$ cat config.mk
export PLATFORM = sky130hd
export DESIGN_NAME = binary_to_bcd_flat
export DESIGN_NICKNAME = d
export VERILOG_FILES = /design/src/rtl/bcd_pkg.sv /design/src/rtl/binary_to_bcd_if.sv /design/src/rtl/bcd_add3.sv /design/src/rtl/binary_to_bcd.sv /design/src/flat_wrapper.sv
export SDC_FILE = /design/constraint.sdc
export NUM_CORES = 1
export LEC_CHECK = 0
export CAP_MARGIN = 20
export CORE_MARGIN = 3
export CORE_UTILIZATION = 47
export CTS_BUF_LIST = sky130_fd_sc_hd__clkbuf_16
export DETAILED_ROUTE_END_ITERATION = 8
export HOLD_SLACK_MARGIN = 0.1
export PLACE_DENSITY = 0.75
export SLEW_MARGIN = 15
export SYNTH_ARGS = -nofsm -noshare
export SYNTH_HDL_FRONTEND = slang
export SYNTH_SLANG_ARGS = --single-unit
$ cat constraint.sdc
create_clock -name clk -period 0.8 [get_ports clk]
set_clock_uncertainty 0.1 [all_clocks]
set_input_delay 0.08 -clock clk [delete_from_list [all_inputs] [get_ports clk]]
set_output_delay 0.08 -clock clk [all_outputs]
set_load 0.1 [all_outputs]
$ cat src/rtl/bcd_pkg.sv
// Shared constants and the BCD digit type for the binary-to-BCD converter.
package bcd_pkg;
  localparam int BCD_DIGIT_W = 4;
  localparam logic [3:0] BCD_ADD3_THRESH = 4'd5;
  localparam logic [3:0] BCD_ADD3_VAL = 4'd3;
  typedef logic [BCD_DIGIT_W-1:0] bcd_digit_t;
endpackage

$ cat src/rtl/binary_to_bcd_if.sv
// Value/digit bundle between the value source and the 7-segment mux side.
interface binary_to_bcd_if;
  import bcd_pkg::*;
  logic [7:0] binary_in;
  bcd_digit_t H;
  bcd_digit_t T;
  bcd_digit_t O;
  modport master (output binary_in, input H, T, O);
  modport slave  (input binary_in, output H, T, O);
endinterface

$ cat src/rtl/bcd_add3.sv
// Double-dabble digit correction: add 3 to any digit of 5 or more before the shift.
module bcd_add3
  import bcd_pkg::*;
(
  input  bcd_digit_t d,
  output bcd_digit_t q
);
  assign q = (d >= BCD_ADD3_THRESH) ? d + BCD_ADD3_VAL : d;
endmodule

$ cat src/rtl/binary_to_bcd.sv
// 8-bit binary to 3-digit BCD, registered outputs. Optional input register
// when BINARY_TO_BCD_INREG_EN is defined (latency 2 instead of 1).
module binary_to_bcd
  import bcd_pkg::*;
(
  input logic           clk,
  input logic           reset,
  binary_to_bcd_if.slave bus
);
  logic [7:0] conv_in;

`ifdef BINARY_TO_BCD_INREG_EN
  logic [7:0] in_q;
  always_ff @(posedge clk or posedge reset)
    if (reset) in_q <= '0;
    else       in_q <= bus.binary_in;
  assign conv_in = in_q;
`else
  assign conv_in = bus.binary_in;
`endif

  // Digit values entering each stage; stage s shifts in conv_in[7-s].
  bcd_digit_t h [0:8];
  bcd_digit_t t [0:8];
  bcd_digit_t o [0:8];
  logic [7:0] unused_h_msb;

  assign h[0] = '0;
  assign t[0] = '0;
  assign o[0] = '0;

  for (genvar s = 0; s < 8; s++) begin : g_stage
    bcd_digit_t t_adj;
    bcd_digit_t o_adj;
    bcd_add3 u_t (.d(t[s]), .q(t_adj));
    bcd_add3 u_o (.d(o[s]), .q(o_adj));
    // Hundreds tops out at 2, so it never needs correction and its MSB stays 0.
    assign h[s+1] = {h[s][2:0], t_adj[3]};
    assign t[s+1] = {t_adj[2:0], o_adj[3]};
    assign o[s+1] = {o_adj[2:0], conv_in[7-s]};
    assign unused_h_msb[s] = h[s][3];
  end

  always_ff @(posedge clk or posedge reset)
    if (reset) begin
      bus.H <= '0;
      bus.T <= '0;
      bus.O <= '0;
    end else begin
      bus.H <= h[8];
      bus.T <= t[8];
      bus.O <= o[8];
    end
endmodule

$ cat src/flat_wrapper.sv
// flat-port wrapper written by rule: the top's interface ports become plain ports
module binary_to_bcd_flat import bcd_pkg::*;
  (clk, reset, bus_binary_in, bus_H, bus_T, bus_O);
  binary_to_bcd_if bus_i ();
  input logic clk;
  input logic reset;
  input wire logic [$bits(bus_i.binary_in)-1:0] bus_binary_in;
  output wire logic [$bits(bus_i.H)-1:0] bus_H;
  output wire logic [$bits(bus_i.T)-1:0] bus_T;
  output wire logic [$bits(bus_i.O)-1:0] bus_O;
  assign bus_i.binary_in = bus_binary_in;
  assign bus_H = bus_i.H;
  assign bus_T = bus_i.T;
  assign bus_O = bus_i.O;
  binary_to_bcd u_core (.clk(clk), .reset(reset), .bus(bus_i));
endmodule
==> results of run 1 <==
kinds of logic after synthesis:
logic type / count (synthesis)
and+or+nand+nor: 50
AOI/OAI and AO/OA: 47
buffers and inverters: 16
DFF: 10
adders and majority gates: 8
xor gates and xnor gates: 7
muxes: 7
other: 1
per-stage QoR:
step	worst slack [ps]	cell area, µm²	utilization (%)	cells
after floorplan	-2850	1460	-	147
after global placement	-3300	2120	89.7	239
after detailed placement	-3520	2120	89.7	239
==> results.txt, run 1 <==
- Top Ports: 22
* Post-synthesis adder-cell area fraction: around 8%
- Most used flip-flop cell after synthesis: sky130_fd_sc_hd__dfrtp_1
- Counting every sink on the clock net gives 10.
- Row generation in the floorplan step produced 17 rows.
* CTS H-Tree Depth: 1
- Buffers added to address setup during post-CTS repair amount to 8.
- Vertical die dimension: 57.3 µm
* Post-synthesis simple-gate area fraction: roughly a quarter
- Overall die width: about 57 µm
* Async set or reset register ratio after synthesis: 100%
- Area of the mapped netlist: approximately 0.0012 mm²
- Top cell type's share of synthesized area: ~20%
- The synthesized design contains 10 register bits.
- Post-DP HPWL: approximately 3.4 mm
- Sequential area share after synthesis: about a fifth
- Leading cell type by number of instances after synthesis: sky130_fd_sc_hd__nor2_1
- Initial Utilization: 52.4%
- Result of the run: stopped before the end
- The tree is rooted in a sky130_fd_sc_hd__clkbuf_16.
* Stop err: [ERROR DPL-0033] detailed placement checks failed during check placement.
* Stopped at: clock tree synthesis
- Count of input and output buffers: 19
- After synthesis, the largest family of logic cells by area is compound AO/OA/AOI/OAI gates.
- Cts repair resizes: 30
* EDFF count, synth: 0
* Average instance area after synthesis: 8.47 µm²
* Number of CTS-inserted buffers: 3
* Most frequent cells after synthesis: 12 x sky130_fd_sc_hd__nor2_1, 10 x sky130_fd_sc_hd__dfrtp_1, 10 x sky130_fd_sc_hd__nand2_1, 9 x sky130_fd_sc_hd__inv_1
- The number of different library cells used by synthesis comes to between 50 and 60.
* Largest area contributor in the netlist: sky130_fd_sc_hd__dfrtp_1
- Global placer's final weighted congestion: 0.883
- Synthesized-area fraction occupied by ao, oa, aoi and oai cells: between 20% and 30%
- Post-Synth XOR/XNOR Area: 6.17%
- Portion of netlist area occupied by mux cells: around 6.2%
- Gate count of the mapped netlist: 146
- Yosys printed 0 warnings.
- Counting along the longest clock path gives a buffer depth of 2.
* Synth top area cells: sky130_fd_sc_hd__dfrtp_1 20%, sky130_fd_sc_hd__ha_1 8.1%, sky130_fd_sc_hd__nor2_1 3.6%
==> run 2: changes to the inputs <==
--- a/config.mk
+++ b/config.mk
@@ -6,12 +6,10 @@
 export NUM_CORES = 1
 export LEC_CHECK = 0
 export CAP_MARGIN = 20
-export CORE_MARGIN = 3
-export CORE_UTILIZATION = 47
-export CTS_BUF_LIST = sky130_fd_sc_hd__clkbuf_16
+export CORE_AREA = 3 3 64 66
 export DETAILED_ROUTE_END_ITERATION = 8
-export HOLD_SLACK_MARGIN = 0.1
-export PLACE_DENSITY = 0.75
+export DIE_AREA = 0 0 67 69
+export PLACE_DENSITY_LB_ADDON = 0.15
 export SLEW_MARGIN = 15
 export SYNTH_ARGS = -nofsm -noshare
 export SYNTH_HDL_FRONTEND = slang
==> constraint.sdc (replaced) <==
create_clock -name clk -period 1 [get_ports clk]
set_clock_uncertainty 0.1 [all_clocks]
set_input_delay 0.1 -clock clk [delete_from_list [all_inputs] [get_ports clk]]
set_output_delay 0.1 -clock clk [all_outputs]
set_load 0.1 [all_outputs]
==> run 2 against run 1 <==
  * The flow now finishes, with violations (setup timing)
  * Synthesized cell count unchanged
  * Synthesized area unchanged
==> results.txt, run 2 <==
* Result of the run: finished with violations
* Failing checks: setup timing
* Count of max-cap constraint violations: 0
- Overall die width: around 67 µm
- Endpoint of the most critical setup path: u_core.bus.H[0]$_DFF_PP0_
- Largest area contributor in the netlist: sky130_fd_sc_hd__dfrtp_1
* Startpoint Class: primary input
- Top achievable clock speed: between 0.2 and 0.3 GHz
- The top cell types in the final layout, fill and taps aside, are 60 x sky130_fd_sc_hd__buf_4, 12 x sky130_fd_sc_hd__buf_12, 9 x sky130_fd_sc_hd__nor2_1, 9 x sky130_fd_sc_hd__dfrtp_2.
- From synthesis to final layout, the design area changed by 100%.
* Global router's overall resource usage: between 15 and 20%
- The final route contains around 1400 vias.
- Sequential area share after synthesis: 20.2%
* Post-DP HPWL: a little under 3 mm
- Initial Utilization: between 30% and 40%
- Count of input and output buffers: 19
* DRC violations left: 0
- Unrepaired setup endpoints after global routing: yes
- The number of different library cells used by synthesis comes to 59.
* Final worst path period share: 347%
- The worst setup path is of the in -> reg kind.
* Flop and latch count out of synthesis: 10
- Number of iterations in the first detailed-routing pass: 4
- The number of antenna diodes in the final layout is 0.
- Maximum buffer depth of the clock tree: 2
- Yosys attributes the largest share of cell area to sky130_fd_sc_hd__dfrtp_1 20%, sky130_fd_sc_hd__ha_1 8.1%, sky130_fd_sc_hd__nor2_1 3.6%.
- The analysis attributes to cell leakage a power of about 1.1 nW.
- Across all setup checks in the final design, the least slack found is -2470 ps.
- The tree built by TritonCTS fans out to 10 sinks.
* Most used flip-flop cell after synthesis: sky130_fd_sc_hd__dfrtp_1
- Async set or reset register ratio after synthesis: 100%
- Power comes to 5.38 mW.
- The share of synthesized area in the top cell type comes to 20.2%.
- STA puts the critical path data required time at 1040 ps.
- Top Ports: 22
- The number of global-route vias before repair was between 1000 and 1500.
- The tightest hold path in the finished design has a slack of roughly 46 ps.
* Global placer's final weighted congestion: ~0.83
- The first global-routing pass estimated ~6.3 mm of wire.
* Startpoint of the most critical setup path: bus_binary_in[6]
- EDFF count, synth: 0
* Average instance area after synthesis: about 8.5 µm²
- In this run the worst path has a maximum fanout of 5.
- Register clock-pin slew on the reported worst setup and hold paths: about 50 ps
* CTS H-Tree Depth: 1
* Element type at the critical path end: flip-flop
* Number of warnings reported in the yosys synthesis log: 0
- Largest vdd supply drop: between 0.0008 and 0.0009 V
- CTS hold repair buffers: 0
- Synthesis produced roughly 150 cells.
- The worst hold path belongs to the class in -> async.
- Clock tree from TritonCTS: done
* Number of violations reported at the end of detailed-routing iteration 0: between 60 and 70
- Routed Wire Length: around 3.7 mm
- Biggest registers after layout: u_core.bus.O (4), u_core.bus.T (4), u_core.bus.H (2)
- The floorplan step defined a die boundary enclosing 0.00462 mm².
- Using the TritonRoute via totals, the vias-per-cell ratio works out to 5.01.
* Std cell rows: 22
- Summing all placed instances gives a cell area of between 0.002 and 0.0025 mm².
- Entering global routing, the biggest net connects 13 pins.
- Core area: 0.00363 mm²
* Average wire per standard cell: ~13 µm
* Most frequent cells after synthesis: 12 x sky130_fd_sc_hd__nor2_1, 10 x sky130_fd_sc_hd__dfrtp_1, 10 x sky130_fd_sc_hd__nand2_1, 9 x sky130_fd_sc_hd__inv_1
- The final layout contains around 250 nets.
- Ratio of cells with drive above 1 in the final layout: between 60% and 70%
- With fillers left out, the area of the finished cells amounts to roughly 0.0025 mm².
* Most common library cell in the layout ignoring fill and taps: sky130_fd_sc_hd__buf_4
- The number of hold violations in the final report is 0.
- TritonCTS created 3 clock buffers.
- Power density relative to cell area: approximately 2200 mW/mm²
- Initial antenna violation count: 0
- Leading cell type by number of instances after synthesis: sky130_fd_sc_hd__nor2_1
* Sum of overflow across all layers after global routing: 0
- Data arrives at the worst endpoint at ~3500 ps.
- The count of final max-slew check failures was 0.
* Post-layout min period: 3470 ps
- Once detail routing completed, the nets flagged for antenna violations numbered 0.
- Area of the mapped netlist: approximately 0.0012 mm²
- CTS root buf: sky130_fd_sc_hd__clkbuf_8
- The floorplan step set the die height to 69 µm.
- Final setup violation count: 17
==> run 2: cell counts after synthesis <==
No cell type changed its count.
==> run 2: cell families after synthesis <==
family	Yosys count	synth area share (%)
simple gates	50	23.4
compound gates	47	29.4
buf+inv	16	6.27
flops	10	20.2
fa+ha+maj	8	8.10
xor+xnor	7	6.17
mux	7	6.17
other cells	1	0.303
==> run 2: critical path, cell delays in order <==
cell and delay (ps):
sky130_fd_sc_hd__buf_12 90, sky130_fd_sc_hd__inv_12 30, sky130_fd_sc_hd__ha_4 150, sky130_fd_sc_hd__o21ai_4 140, sky130_fd_sc_hd__xnor2_2 150, sky130_fd_sc_hd__ha_2 220, sky130_fd_sc_hd__inv_2 40, sky130_fd_sc_hd__a32o_2 290
sky130_fd_sc_hd__nor2_4 100, sky130_fd_sc_hd__xnor2_2 130, sky130_fd_sc_hd__ha_2 180, sky130_fd_sc_hd__and2b_2 250, sky130_fd_sc_hd__o211ai_4 180, sky130_fd_sc_hd__a41oi_2 160, sky130_fd_sc_hd__a21o_1 220, sky130_fd_sc_hd__inv_2 70
sky130_fd_sc_hd__ha_4 160, sky130_fd_sc_hd__a21oi_4 80, sky130_fd_sc_hd__nand2_2 80, sky130_fd_sc_hd__o21ai_4 80, sky130_fd_sc_hd__a311oi_2 320, sky130_fd_sc_hd__nor3_2 90, sky130_fd_sc_hd__xnor2_1 180
==> run 2: per-layer routing <==
metal,vias to the layer above,global-route usage (%),part of all wire (%)
li1,713,-,-
met1,646,19.2,41
met4,0,3.15,0.63
met3,4,1.95,2.3
met2,19,31.6,56
met5,-,0,0
==> run 2: worst min-delay path by stage <==
stage / slack (ps) / cells past startpoint / startpoint / endpoint
final: 50 / 2 / reset / u_core.bus.T[0]$_DFF_PP0_
after global routing: 100 / 2 / reset / u_core.bus.H[0]$_DFF_PP0_
after CTS: 70 / 2 / reset / u_core.bus.H[0]$_DFF_PP0_
after detailed placement: 290 / 2 / reset / u_core.bus.H[0]$_DFF_PP0_
after global placement: 290 / 2 / reset / u_core.bus.H[0]$_DFF_PP0_
after floorplan: -160 / 1 / reset / u_core.bus.H[0]$_DFF_PP0_
==> run 2: final cells by class <==
class                   instances  area [µm²]
flip-flops and latches         10         262
repair buffers                 84         816
well taps                      48        60.1
clock buffers                   4        55.1
fillers                       286        1160
inverters                       9        46.3
multi-input cells             121        1240
==> run 2: timing repair <==
action | CTS | global route
gates cloned | 0 | 0
pin swaps | 23 | 24
buffers inserted | 7 | 4
endpoints found under the setup margin | 18 | 19
gates resized for setup | 30 | 17
==> run 2: through the flow <==
stage	setup slack, ps	utilization, %	TNS (ps)	cells
3_5_place_dp	-3250	59.2	-27790	262
6_report	-2470	68.2	-20630	276
4_1_cts	-2510	65.4	-21290	273
3_3_place_gp	-3180	59.2	-27150	262
5_1_grt	-2670	68.2	-22560	276
2_1_floorplan	-2670	-	-21350	147
==> run 2: where the power goes <==
part	leakage, nW	switching [mW]	internal (mW)
Clock	0.0288	0.140	0.344
Combinational	0.914	2.32	1.87
Sequential	0.113	0.123	0.579
Note: power is estimated with default switching activity, not from simulation.
==> run 3: changes to the inputs <==
--- a/config.mk
+++ b/config.mk
@@ -9,6 +9,7 @@
 export CORE_AREA = 3 3 64 66
 export DETAILED_ROUTE_END_ITERATION = 8
 export DIE_AREA = 0 0 67 69
+export GPL_ROUTABILITY_DRIVEN = 0
 export PLACE_DENSITY_LB_ADDON = 0.15
 export SLEW_MARGIN = 15
 export SYNTH_ARGS = -nofsm -noshare
==> results of run 3 <==
No change in the layout: final DEF, timing and power equal those of run 2.
==> run 4: changes to the inputs <==
--- a/config.mk
+++ b/config.mk
@@ -10,6 +10,7 @@
 export DETAILED_ROUTE_END_ITERATION = 8
 export DIE_AREA = 0 0 67 69
 export GPL_ROUTABILITY_DRIVEN = 0
+export MAX_ROUTING_LAYER = met4
 export PLACE_DENSITY_LB_ADDON = 0.15
 export SLEW_MARGIN = 15
 export SYNTH_ARGS = -nofsm -noshare
==> run 4 against run 3 <==
  * The flow still finishes with violations (setup timing)
  * Critical path depth unchanged
  * Worst hold slack barely moved
  * Utilization stayed put
  * Die area unchanged
  * Via count stayed put
  * Combinational power about the same
  * Final cell count stayed put
  * Global-route usage up 0.45 points
  * Largest power group unchanged
==> results.txt, run 4 (synthesized netlist as in run 2, its figures left out) <==
- For this design the ratio of total power to cell area is between 2000 and 2500 mW/mm².
- For this run, design rule violations remaining after detail routing come to 0.
- Number of CTS-inserted buffers: 3
- After global routing the overflow that remains totals 0.
- Summed over all cells, the static leakage comes to approximately 1.1 nW.
- Non-filler instance count after layout: approximately 280
- In the routed layout, each cell is associated on average with a via count of 5.01.
- The path class of the tightest hold or removal check is in -> async.
- Maximum buffer depth of the clock tree: 2
- The critical path goes through buf_12 > inv_12 > ha_4 > o21ai_4 > xnor2_2 > ha_2 > inv_2 > a32o_2 > nor2_4 > xnor2_2 > ha_2 > and2b_2 > o211ai_4 > a41oi_2 > a21o_1 > inv_2 > ha_4 > a21oi_4 > nand2_2 > o21ai_4 > a311oi_2 > nor3_2 > xnor2_1.
- The final reports fail on setup timing.
- Clk sink count: 10
- The count of nets left with antenna violations once routing finished came out at 0.
- Biggest registers after layout: u_core.bus.O (4), u_core.bus.T (4), u_core.bus.H (2)
* Post-DP HPWL: just under 3 mm
- Crit path max-delay family: compound AO/OA/AOI/OAI gates
* Combinational fraction of design power: between 70 and 80%
* Result of the run: finished with violations
- Via count of the first global-routing pass: 1444
- Hold timing on the final database bottoms out at a slack of about 46 ps.
- The die is between 60 and 70 µm wide.
- Clock share of power: around 9%
- The multi-input combinational cells in the finished layout cover a total of 0.00124 mm².
- The first global-routing pass estimated roughly 6.3 mm of wire.
- Share of the core filled with cells: between 60 and 70%
- Most common library cell in the layout ignoring fill and taps: sky130_fd_sc_hd__buf_4
* Switching share of power: approximately half
- Startpoint-to-endpoint class of the critical path: in -> reg
* CTS H-Tree Depth: 1
- Seq pwr share: between 10% and 20%
- The number of antenna violations at the first check in global routing is 0.
* Unrepaired setup endpoints after global routing: yes
- Based on the critical path, the design can be clocked at up to 0.288 GHz.
- Once placement finished, the instance area stood at 0.00215 mm².
- The layout has 286 filler cells.
- After detailed placement, the design holds a cell count of ~260.
- TritonCTS built the clock tree.
- Slowest library cell on the worst path: sky130_fd_sc_hd__a311oi_2
- Global router's overall resource usage: between 10% and 20%
- Sum of buffers and inverters on the critical path: 4
- The worst path in the final design needs a cycle of 3480 ps, including I/O delays and setup.
* ANT cells: 0
- Maximum number of pins on one net before global-route repair: 13
* Area Overhead vs Synth: 100%
- Once routing completed, OpenROAD measured the worst setup slack at -2480 ps.
* Reg area: 262 µm²
* Total number of cells along the worst setup path: 23
- Core area: between 0.003 and 0.004 mm²
- Ratio of cells with drive above 1 in the final layout: 65.8%
* Number of violations reported at the end of detailed-routing iteration 0: just under 60
- Data on the critical path arrives at its endpoint at 3520 ps.
- Switching power total: between 2 and 3 mW
* Internal Power: approximately 2.8 mW
- The root buffer cell chosen for the clock tree is sky130_fd_sc_hd__clkbuf_8.
- For this run, the post-layout net count is 247.
- Count of input and output buffers: 19
- STA classifies the critical path endpoint as a flip-flop.
- The number of hold buffers added after CTS was 0.
- Once the floorplan was initialized, standard cells occupied about 34% of the core.
- Design area: between 0.002 and 0.0025 mm²
- Most frequent cells in the layout: 60 x sky130_fd_sc_hd__buf_4, 12 x sky130_fd_sc_hd__buf_12, 9 x sky130_fd_sc_hd__nor2_1, 9 x sky130_fd_sc_hd__dfrtp_2
- In the final timing run, aggregate negative setup slack is -20640 ps.
- Critical path's largest stage delay: 320 ps
- Slew Viols, Final: 0
- Startpoint Class: primary input
- Across all layers, the routed design uses around 1400 vias.
- Setup violations remaining at the end of the flow were counted as 17.
- The routed design has around 3.7 mm of wire.
- The tool flagged a number of max-cap violations equal to 0.
- Area of the die: 0.00462 mm²
- Largest vdd supply drop: a little over 0.0008 V
- Maximum fanout count along the critical path: 5
- Register clock-pin slew on the reported worst setup and hold paths: 50 ps
- The first detailed-routing pass took 4 iterations.
- Total count of hold-check failures in the final report: 0
* Vertical die dimension: between 60 and 70 µm
* Top Ports: 22
* Std cell rows: 22
- Data required time of the worst path: 1040 ps
* Final worst path period share: 348%
* Average wire per standard cell: around 13 µm
run 4: final timing paths:
check,from,end,slack [ps]
max in group asynchronous,reset,u_core.bus.O[0]$_DFF_PP0_,480
min,reset,u_core.bus.T[0]$_DFF_PP0_,50
max,bus_binary_in[6],u_core.bus.H[0]$_DFF_PP0_,-2480
min in group clk,bus_binary_in[0],u_core.bus.O[0]$_DFF_PP0_,220
run 4: layer usage:
| metal | wire [µm] | vias up | global-route usage (%) |
|---|---|---|---|
| met3 | 84 | 4 | 1.95 |
| met5 | 0 | - | - |
| met4 | 23 | 0 | 3.15 |
| met1 | 1500 | 646 | 19.2 |
| li1 | - | 713 | - |
| met2 | 2070 | 19 | 31.6 |
run 4: area by class of cell:
| cell class | count | share of cell area, % |
|---|---|---|
| Clock buffer | 4 | 2.22 |
| Tap cell | 48 | 2.42 |
| Multi-Input combinational cell | 121 | 50.0 |
| Timing Repair Buffer | 84 | 32.9 |
| Inverter | 9 | 1.87 |
| Sequential cell | 10 | 10.6 |
run 4: power groups by stage:
stage / sequential, mW / clock (mW) / combinational, mW
6_report: 0.702 / 0.485 / 4.19
5_1_grt: 0.718 / 0.535 / 4.40
4_1_cts: 0.706 / 0.498 / 4.02
3_5_place_dp: 0.710 / 0 / 3.76
3_3_place_gp: 0.702 / 0 / 3.68
2_1_floorplan: 1.71 / 0 / 1.35
run 4: metrics by stage:
| step | total power, mW | worst slack, ps |
|---|---|---|
| after global placement | 4.38 | -3180 |
| final | 5.38 | -2480 |
| after CTS | 5.22 | -2510 |
| after global routing | 5.65 | -2670 |
| after detailed placement | 4.47 | -3250 |
| after floorplan | 3.06 | -2670 |
run 4: repair_timing:
action	in CTS	in global routing
gates cloned	0	0
setup buffers	7	4
resized for setup	30	17
setup endpoints to repair	18	19
pin swaps	23	24
